## config.mk

```make
export PLATFORM = sky130hd
export DESIGN_NAME = alu_cmd_sequencer
export DESIGN_NICKNAME = d
export VERILOG_FILES = /design/src/rtl/alu_cmd_sequencer_pkg.sv /design/src/rtl/alu_cmd_sequencer_alu.sv /design/src/rtl/alu_cmd_sequencer.sv
export SDC_FILE = /design/constraint.sdc
export NUM_CORES = 1
export LEC_CHECK = 0
export CORE_ASPECT_RATIO = 1.5
export CORE_UTILIZATION = 40
export DETAILED_ROUTE_END_ITERATION = 10
export DONT_BUFFER_PORTS = 1
export PLACE_DENSITY_LB_ADDON = 0.25
export SYNTH_ARGS = -nofsm -noshare
export SYNTH_HDL_FRONTEND = slang
export SYNTH_SLANG_ARGS = --single-unit
```

## constraint.sdc

```tcl
create_clock -name i_clk -period 2.8 [get_ports i_clk]
set_input_delay 0.42 -clock i_clk [delete_from_list [all_inputs] [get_ports i_clk]]
set_output_delay 0.42 -clock i_clk [all_outputs]
set_load 0.005 [all_outputs]
```

## src/rtl/alu_cmd_sequencer_pkg.sv

```systemverilog
// Shared definitions for the ALU command sequencer: datapath sizes, ALU opcodes,
// command kinds, FSM states and the signed-overflow helpers used by the ALU.
package alu_cmd_sequencer_pkg;

  localparam int ALU_W     = 7;
  localparam int REP_CNT_W = 4;

  localparam logic [2:0] OP_ADD   = 3'b000;
  localparam logic [2:0] OP_SUB   = 3'b001;
  localparam logic [2:0] OP_AND   = 3'b010;
  localparam logic [2:0] OP_OR    = 3'b011;
  localparam logic [2:0] OP_XOR   = 3'b100;
  localparam logic [2:0] OP_SHL   = 3'b101;
  localparam logic [2:0] OP_SHR   = 3'b110;
  localparam logic [2:0] OP_PASSB = 3'b111;

  typedef enum logic [1:0] {
    KIND_CLEAR  = 2'b00,
    KIND_LOAD   = 2'b01,
    KIND_EXEC   = 2'b10,
    KIND_REPEAT = 2'b11
  } kind_e;

  typedef enum logic [1:0] {
    ST_IDLE = 2'b00,
    ST_RUN  = 2'b01,
    ST_RESP = 2'b10
  } state_e;

  // Two's-complement overflow: operands agree in sign but the result does not.
  function automatic logic add_ovf(input logic a_msb, input logic b_msb, input logic r_msb);
    return (a_msb == b_msb) && (r_msb != a_msb);
  endfunction

  function automatic logic sub_ovf(input logic a_msb, input logic b_msb, input logic r_msb);
    return (a_msb != b_msb) && (r_msb != a_msb);
  endfunction

endpackage

```

## src/rtl/alu_cmd_sequencer_alu.sv

```systemverilog
// Purely combinational 7-bit ALU. Carry is the adder carry-out for ADD, the borrow
// for SUB and the bit shifted out for SHL/SHR; logic ops and PASSB clear both flags.
module alu_cmd_sequencer_alu
  import alu_cmd_sequencer_pkg::*;
#(
  parameter int WIDTH = ALU_W
) (
  input  logic [2:0]       i_op,
  input  logic [WIDTH-1:0] i_a,
  input  logic [WIDTH-1:0] i_b,
  output logic [WIDTH-1:0] o_result,
  output logic             o_carry,
  output logic             o_ovf
);

  logic [WIDTH:0] w_sum;
  logic [WIDTH:0] w_diff;

  assign w_sum  = {1'b0, i_a} + {1'b0, i_b};
  assign w_diff = {1'b0, i_a} - {1'b0, i_b};

  always_comb begin
    o_result = {WIDTH{1'b0}};
    o_carry  = 1'b0;
    o_ovf    = 1'b0;
    case (i_op)
      OP_ADD: begin
        o_result = w_sum[WIDTH-1:0];
        o_carry  = w_sum[WIDTH];
        o_ovf    = add_ovf(i_a[WIDTH-1], i_b[WIDTH-1], w_sum[WIDTH-1]);
      end
      OP_SUB: begin
        o_result = w_diff[WIDTH-1:0];
        o_carry  = w_diff[WIDTH];
        o_ovf    = sub_ovf(i_a[WIDTH-1], i_b[WIDTH-1], w_diff[WIDTH-1]);
      end
      OP_AND:   o_result = i_a & i_b;
      OP_OR:    o_result = i_a | i_b;
      OP_XOR:   o_result = i_a ^ i_b;
      OP_SHL: begin
        o_result = {i_a[WIDTH-2:0], 1'b0};
        o_carry  = i_a[WIDTH-1];
      end
      OP_SHR: begin
        o_result = {1'b0, i_a[WIDTH-1:1]};
        o_carry  = i_a[0];
      end
      OP_PASSB: o_result = i_b;
      default:  o_result = i_b;
    endcase
  end

endmodule

```

## src/rtl/alu_cmd_sequencer.sv

```systemverilog
// Command sequencer around the shared ALU: owns the accumulator, accepts CLEAR/LOAD/
// EXEC/REPEAT commands over valid/ready and returns result plus flags over valid/ready.
module alu_cmd_sequencer
  import alu_cmd_sequencer_pkg::*;
#(
  parameter int WIDTH = ALU_W,
  parameter int CNT_W = REP_CNT_W
) (
  input  logic             i_clk,
  input  logic             i_rst_n,
  input  logic             i_ena,
  input  logic             i_cmd_valid,
  output logic             o_cmd_ready,
  input  logic [1:0]       i_cmd_kind,
  input  logic [2:0]       i_cmd_op,
  input  logic [WIDTH-1:0] i_cmd_operand,
  input  logic [CNT_W-1:0] i_cmd_count,
  output logic             o_res_valid,
  input  logic             i_res_ready,
  output logic [WIDTH-1:0] o_res_data,
  output logic             o_res_carry,
  output logic             o_res_ovf,
  output logic             o_res_zero,
  output logic             o_res_neg,
  output logic             o_busy
);

  localparam logic [CNT_W-1:0] CNT_ZERO = {CNT_W{1'b0}};
  localparam logic [CNT_W-1:0] CNT_ONE  = {{(CNT_W-1){1'b0}}, 1'b1};

  state_e           r_state;
  state_e           w_next_state;
  logic [WIDTH-1:0] r_acc;
  logic [WIDTH-1:0] r_operand;
  logic [2:0]       r_op;
  logic [CNT_W-1:0] r_cnt;
  logic             r_carry;
  logic             r_ovf;
  logic             r_armed;

  kind_e            w_kind;
  logic             w_accept;
  logic [WIDTH-1:0] w_alu_result;
  logic             w_alu_carry;
  logic             w_alu_ovf;

  assign w_kind   = kind_e'(i_cmd_kind);
  assign w_accept = o_cmd_ready & i_cmd_valid;

  alu_cmd_sequencer_alu #(
    .WIDTH (WIDTH)
  ) u_alu (
    .i_op     (r_op),
    .i_a      (r_acc),
    .i_b      (r_operand),
    .o_result (w_alu_result),
    .o_carry  (w_alu_carry),
    .o_ovf    (w_alu_ovf)
  );

  always_ff @(posedge i_clk or negedge i_rst_n) begin
    if (!i_rst_n) begin
      r_state <= ST_IDLE;
    end else begin
      r_state <= w_next_state;
    end
  end

  always_comb begin
    w_next_state = r_state;
    if (i_ena) begin
      case (r_state)
        ST_IDLE: begin
          if (w_accept) begin
            if ((w_kind == KIND_CLEAR) || (w_kind == KIND_LOAD)) begin
              w_next_state = ST_RESP;
            end else begin
              w_next_state = ST_RUN;
            end
          end else begin
            w_next_state = ST_IDLE;
          end
        end
        ST_RUN: begin
          if (r_cnt == CNT_ONE) begin
            w_next_state = ST_RESP;
          end else begin
            w_next_state = ST_RUN;
          end
        end
        ST_RESP: begin
          if (i_res_ready) begin
            w_next_state = ST_IDLE;
          end else begin
            w_next_state = ST_RESP;
          end
        end
        default: w_next_state = ST_IDLE;
      endcase
    end else begin
      w_next_state = r_state;
    end
  end

  // zero/neg only qualify a presented response, so they stay 0 outside RESP and in reset.
  always_comb begin
    o_cmd_ready = i_ena & r_armed & (r_state == ST_IDLE);
    o_res_valid = (r_state == ST_RESP);
    o_busy      = (r_state != ST_IDLE);
    o_res_zero  = (r_state == ST_RESP) & (r_acc == {WIDTH{1'b0}});
    o_res_neg   = (r_state == ST_RESP) & r_acc[WIDTH-1];
  end

  assign o_res_data  = r_acc;
  assign o_res_carry = r_carry;
  assign o_res_ovf   = r_ovf;

  // Command latch, accumulator, iteration counter and flag registers; all frozen by ena=0.
  always_ff @(posedge i_clk or negedge i_rst_n) begin
    if (!i_rst_n) begin
      r_acc     <= {WIDTH{1'b0}};
      r_operand <= {WIDTH{1'b0}};
      r_op      <= OP_ADD;
      r_cnt     <= CNT_ZERO;
      r_carry   <= 1'b0;
      r_ovf     <= 1'b0;
      r_armed   <= 1'b0;
    end else if (i_ena) begin
      r_armed <= 1'b1;
      case (r_state)
        ST_IDLE: begin
          if (w_accept) begin
            r_op      <= i_cmd_op;
            r_operand <= i_cmd_operand;
            case (w_kind)
              KIND_CLEAR: begin
                r_acc   <= {WIDTH{1'b0}};
                r_carry <= 1'b0;
                r_ovf   <= 1'b0;
              end
              KIND_LOAD: begin
                r_acc   <= i_cmd_operand;
                r_carry <= 1'b0;
                r_ovf   <= 1'b0;
              end
              KIND_EXEC:   r_cnt <= CNT_ONE;
              KIND_REPEAT: r_cnt <= (i_cmd_count == CNT_ZERO) ? CNT_ONE : i_cmd_count;
              default:     r_cnt <= CNT_ONE;
            endcase
          end
        end
        ST_RUN: begin
          r_acc   <= w_alu_result;
          r_carry <= w_alu_carry;
          r_ovf   <= w_alu_ovf;
          r_cnt   <= r_cnt - CNT_ONE;
        end
        default: begin
          r_cnt <= r_cnt;
        end
      endcase
    end
  end

endmodule

```

## Word-level counts from Yosys, hierarchy flattened

Index checks and enable logic that the tools add are counted.

- Flip-flop bits (word level): 26
- Bits of input ports: 21
- Output and inout port bits: 14
- Logic and storage cells: 74

- Add/subtract/negate cells: 3
- Equality and inequality tests: 21
- Muxes and demuxes: 19
- Bitwise operators: 8
- Reductions and logical operators: 15

Operators with widths:

| cell | count |
|---|---|
| $pmux W7 S8 | 1 |
| $pmux W7 S2 | 2 |
| $pmux W4 S2 | 2 |
| $eq A3 B3 Y1 const B | 4 |
| $reduce_and A4 Y1 | 3 |
| $add A7 B7 Y8 | 1 |
| $mux W2 | 4 |
| $mux W4 | 2 |
| $sub A7 B7 Y8 | 1 |
| $and A7 B7 Y7 | 1 |
| $logic_not A7 Y1 | 1 |
| $mux W7 | 1 |
| $or A7 B7 Y7 | 1 |
| $xor A7 B7 Y7 | 1 |
| $eq A2 B2 Y1 const B | 3 |
| $eq A3 B2 Y1 const B | 2 |
| $pmux W1 S2 | 3 |
| $pmux W2 S3 | 1 |
| $and A1 B1 Y1 | 5 |
| $eq A2 B1 Y1 const B | 2 |
| $eq A4 B1 Y1 const B | 1 |
| $logic_not A2 Y1 | 2 |
| $logic_not A4 Y1 | 1 |
| $ne A2 B2 Y1 const B | 2 |
| 14 further kinds | 19 |

## Depth between registers and ports, before layout

- Depth after elaboration: 5
- Depth in mapped cells: 10
- Mapped depth without buffers: 10

## Modules after synthesis

From an unflattened synthesis, not the netlist that was laid out.

- Cells, all modules: 303
- Area, all modules: 2712.6 um^2

Modules (own cells, without submodules):

| module | times used | cells each | area an instance (um^2) | sequential area each (um^2) |
|---|---|---|---|---|
| alu_cmd_sequencer | 1 | 125 | 1417.6 | 650.6 |
| alu_cmd_sequencer_alu | 1 | 178 | 1295.0 | 0.0 |

## Worst setup path before layout

OpenSTA, ideal clock, no wires.

- Path type: reg-to-reg
- Start point: register r_acc[0] (netlist: o_res_data[0])
- End point: register r_acc[2] (netlist: o_res_data[2])
- Setup time: 127 ps
- Data arrival time: 2071 ps
- Data required time: 2673 ps
- Path slack: 601 ps
- Stages on the path, launching flop included: 11
- Buffers on the path: 0
- Period minus slack after synthesis: 2199 ps
- Path through: dfrtp_1 inv_1 ha_1 inv_1 fa_1 xnor2_1 mux4_2 nand2_1 a221oi_1 a211oi_1 a21oi_1

- Cells in the longest elaborated chain, start to end: 3
- Elaborated cells between the ends (all ways): 4
- Those cells by class: add/sub: 2; mux: 2

RTL lines:

| item | RTL line | text |
|---|---|---|
| from (decl) | alu_cmd_sequencer.sv:33 | `logic [WIDTH-1:0] r_acc;` |
| from (signal assigned) | alu_cmd_sequencer.sv:121 | `r_acc <= {WIDTH{1'b0}};` |
| from (signal assigned) | alu_cmd_sequencer.sv:137 | `r_acc <= {WIDTH{1'b0}};` |
| from (signal assigned) | alu_cmd_sequencer.sv:142 | `r_acc <= i_cmd_operand;` |
| $sub A7 B7 Y8 or $add A7 B7 Y8 (tied branches) | alu_cmd_sequencer_alu.sv:20, alu_cmd_sequencer_alu.sv:19 |  |
| $pmux W7 S8 * | alu_cmd_sequencer_alu.sv:26 | `case (i_op)` |
| $pmux W7 S2 * | alu_cmd_sequencer.sv:130 | `case (r_state)` |

Every way passes the cells marked *; elsewhere a longest branch is shown, timed or not.
A chain may end at the register's enable or synchronous reset.

## Worst setup path after layout

- Start point: register r_acc[0] (netlist: o_res_data[0])
- End point: register r_ovf (netlist: o_res_ovf)

- Cells in the longest elaborated chain, start to end: 5
- Elaborated cells between the ends (all ways): 8
- Those cells by class: add/sub: 2; eq/ne: 2; mux: 2; reduce/logical: 2

RTL lines:

| item | RTL line | text |
|---|---|---|
| $sub A7 B7 Y8 or $add A7 B7 Y8 (tied branches) | alu_cmd_sequencer_alu.sv:20, alu_cmd_sequencer_alu.sv:19 |  |
| $ne A1 B1 Y1 (on tied branches) | alu_cmd_sequencer_pkg.sv:36, alu_cmd_sequencer_pkg.sv:32 |  |
| $logic_and A1 B1 Y1 (on tied branches) | alu_cmd_sequencer_pkg.sv:36, alu_cmd_sequencer_pkg.sv:32 |  |
| $pmux W1 S2 * | alu_cmd_sequencer_alu.sv:26 |  |
| $pmux W1 S2 * | alu_cmd_sequencer.sv:130 |  |
| to (signal assigned) | alu_cmd_sequencer.sv:155 | `r_ovf <= w_alu_ovf;` |
| to (decl) | alu_cmd_sequencer.sv:38 | `logic r_ovf;` |

Marks and branches as above.

==> flow_metrics.py <==
metrics = {
    "clock_tree": {
        "clk_path_buf_depth": 2,
        "post-cts-setup-buffers": 0,
        "tritoncts.num_buffers": 3,
        "cts_root_buf": "clkbuf_8",
        "cts.repair.resized": 0,
        "clock_latency_ps": 270,
        "cts_hold_buffers": 2,
        "path_clk_slew_ps": 90,
        "cts_tree": "yes",
        "h-tree-depth": 1,
        "clock-sinks": 26,
    },
    "routing": {
        "wl_met1_um": 2709,
        "drtAntennaViolNets": 0,
        "wl_met3_um": 429,
        "wirelength_um": 6863,
        "post-route-drc-count": 0,
        "drtPass1Iterations": 4,
        "first_iter_violations": 55,
        "top_layer_used": "met4",
        "vias": 2188,
        "wire_per_inst_um": 18.50,
        "wl_met2_um": 3525,
        "viasPerCell": 5.898,
    },
    "final_layout": {
        "mostFrequentLayoutCells": "34 x nand2_1, 27 x o21ai_0, 26 x inv_1, 26 x dfrtp_1, 24 x ha_1",
        "diodes": 0,
        "n_fill_cell": 636,
        "drive_above_1_share": 0.09764,
        "area.growth.synth_to_final_pct": 4.717,
        "design_area_sq_um": 2639,
        "nNetsFinal": 346,
        "layout_commonest_cell": "nand2_1",
    },
    "sta": {
        "hold_viol": 0,
        "tightestPinTransition_ps": 801.5,
        "slew_violations": 0,
        "min_period_over_period": 0.9013,
        "finClkSkew_ps": 6.536,
        "tns_ps": 0,
        "fmax_ghz": 0.3963,
        "final-setup-viol-count": 0,
        "slew_headroom": 0.4616,
        "period_needed_ps": 2524,
        "rsz0062_at_grt": "false",
    },
    "setup_path": {
        "critical-path-max-stage-delay_ps": 510,
        "r2r_slack_ps": 280,
        "path_cells": "ha_1 -> inv_1 -> fa_1 -> nor2b_1 -> o31a_1 -> o21ai_0 -> a2111oi_0 -> o22a_1",
        "cp_max_fo": 6,
        "end_kind": "flip-flop",
        "setup.worst_path.start_class": "flip-flop",
        "cp_slowest_cell": "dfrtp_1",
        "crit_arrival_ps": 2740,
        "r2r-end": "o_res_ovf$_DFFE_PN0P_",
        "r2r-start": "o_res_data[0]$_DFFE_PN0P_",
        "required_ps": 3010,
        "setup.worst_path.class": "reg2reg",
        "reg2regPathDepth": 8,
    },
    "grt": {
        "grt_antenna_before_repair": 0,
        "grt_pass1_vias": 2313,
        "grt_start_max_net_pins": 27,
        "grtUsageTotal": 0.2263,
        "grt_pass1_wl_um": 11340,
        "gr-total-overflow": 0,
    },
    "die": {
        "start_util": 0.4110,
        "core_area_sq_um": 6131,
        "std_cell_rows": 35,
        "ios": 35,
        "die_x_um": 66.81,
        "die_area_sq_um": 6628,
        "dieHeight_um": 99.21,
    },
    "synthesis": {
        "synth_area_leaders": "dfrtp_1 26%, ha_1 12%, o21ai_0 5.4%, nand2_1 5.1%, a21oi_1 4.0%",
        "yosysWarnings": 0,
        "synthFlopType": "dfrtp_1",
        "yosysTopAreaCell": "dfrtp_1",
        "syn_nets": 351,
        "synth_edf_count": 0,
        "syn_area_per_cell_sq_um": 8.289,
        "synthCells": 304,
        "synth.yosys.seq_area_share": 0.2582,
        "ys_ff_latch": 26,
        "synth_area_sq_um": 2520,
        "synth-async-reset-ratio": 1.000,
        "yosysUniqueCellTypes": 53,
        "synth_top_area_frac": 0.2582,
    },
    "worst_hold_path": {
        "min_delay_path_depth": 1,
        "min_from": "i_ena",
        "hold_path.class": "in2reg",
        "hold_end": "r_armed$_DFFE_PN0P_",
    },
    "pwr": {
        "power.density_nw_per_um2": 1352,
        "p_leak_nw": 1.108,
        "peakVddDrop_uv": 499.1,
        "total_power_mw": 3.569,
    },
    "placement": {
        "dpl-instance-area_sq_um": 2567,
        "hpwl_um": 5327,
        "gp_congestion": 0.9451,
        "port-buffer-count": 0,
    },
    "run": {
        "cap_viol_max_count": 0,
    },
    "outcome": {
        "status": "completed",
    },
}
[sequential cells by signal, summed over array words and instances (netlist names)]
| signal | flops |
|---|---|
| o_res_ovf | 1 |
| o_res_carry | 1 |
| r_op | 3 |
| r_armed | 1 |
| r_operand | 7 |
| o_res_data | 7 |
| r_state | 2 |
| r_cnt | 4 |
[cells in the mapped netlist, drive strengths merged (3+ instances only)]
master   n
nand2   34
o21ai   27
dfrtp   26
inv     26
ha      24
nor2    22
a21oi   20
buf     15
a211oi   9
nor2b    7
a221oi   6
clkbuf   6
and2     5
mux2     5
mux4     5
nand2b   5
nand3    5
nor3     5
xnor2    5
o211ai   3
o21bai   3
or2      3
[metal layers]
metal / GRT usage / vias up
met5: 0 / -
met4: 0.1015 / 0
met3: 0.02867 / 16
met2: 0.3901 / 84
met1: 0.2733 / 1032
li1: - / 1056
[worst max-delay path: cells and delay by family (launching register included)]
family	cells	cell delay, ps
and+or+nand+nor	1	170
DFF	1	510
adders and majority gates	2	680
AOI/OAI and AO/OA	4	1030
buffers and inverters	1	70
[worst max-delay path by stage]
stage	start	to	slack, ps	cells past startpoint
3_5_place_dp	o_res_data[0]$_DFFE_PN0P_	o_res_ovf$_DFFE_PN0P_	330	8
3_3_place_gp	o_res_data[0]$_DFFE_PN0P_	o_res_ovf$_DFFE_PN0P_	330	8
2_1_floorplan	o_res_data[0]$_DFFE_PN0P_	o_res_data[2]$_DFFE_PN0P_	600	10
5_1_grt	o_res_data[0]$_DFFE_PN0P_	o_res_ovf$_DFFE_PN0P_	70	8
6_report	o_res_data[0]$_DFFE_PN0P_	o_res_ovf$_DFFE_PN0P_	280	8
4_1_cts	o_res_data[0]$_DFFE_PN0P_	o_res_ovf$_DFFE_PN0P_	310	8
[report_power, final]
part / switching (mW) / internal (mW)
clock: 0.121 / 0.0965
combinational: 1.36 / 1.10
sequential: 0.341 / 0.551
total: 1.83 / 1.74
[cell families after synthesis]
| family | synth area share |
|---|---|
| xor gates and xnor gates | 0.02433 |
| adders and majority gates | 0.1351 |
| DFF | 0.2582 |
| AOI/OAI and AO/OA | 0.2388 |
| muxes | 0.07647 |
| and+or+nand+nor | 0.1837 |
| buffers and inverters | 0.08341 |
[area by class of cell]
class / count / area [sq um] / area share
Timing Repair Buffer: 11 / 97.59 / 0.03698
Clock buffer: 3 / 41.29 / 0.01565
Tap cell: 74 / 92.59 / 0.03509
Multi-Input combinational cell: 231 / 1659 / 0.6287
Inverter: 26 / 97.59 / 0.03698
Sequential cell: 26 / 650.6 / 0.2466
[through the flow]
step | hold WS (ps) | std cells | setup WS, ps | util
2_1_floorplan | 124.4 | 304 | 601.4 | -
3_3_place_gp | 124.9 | 366 | 332.9 | 0.4188
3_5_place_dp | 124.8 | 366 | 326.8 | 0.4188
4_1_cts | 245.1 | 371 | 306.2 | 0.4304
5_1_grt | 245.8 | 371 | 68.68 | 0.4304
6_report | 249.3 | 371 | 276.4 | 0.4304
(Power assumes the default switching activity.)
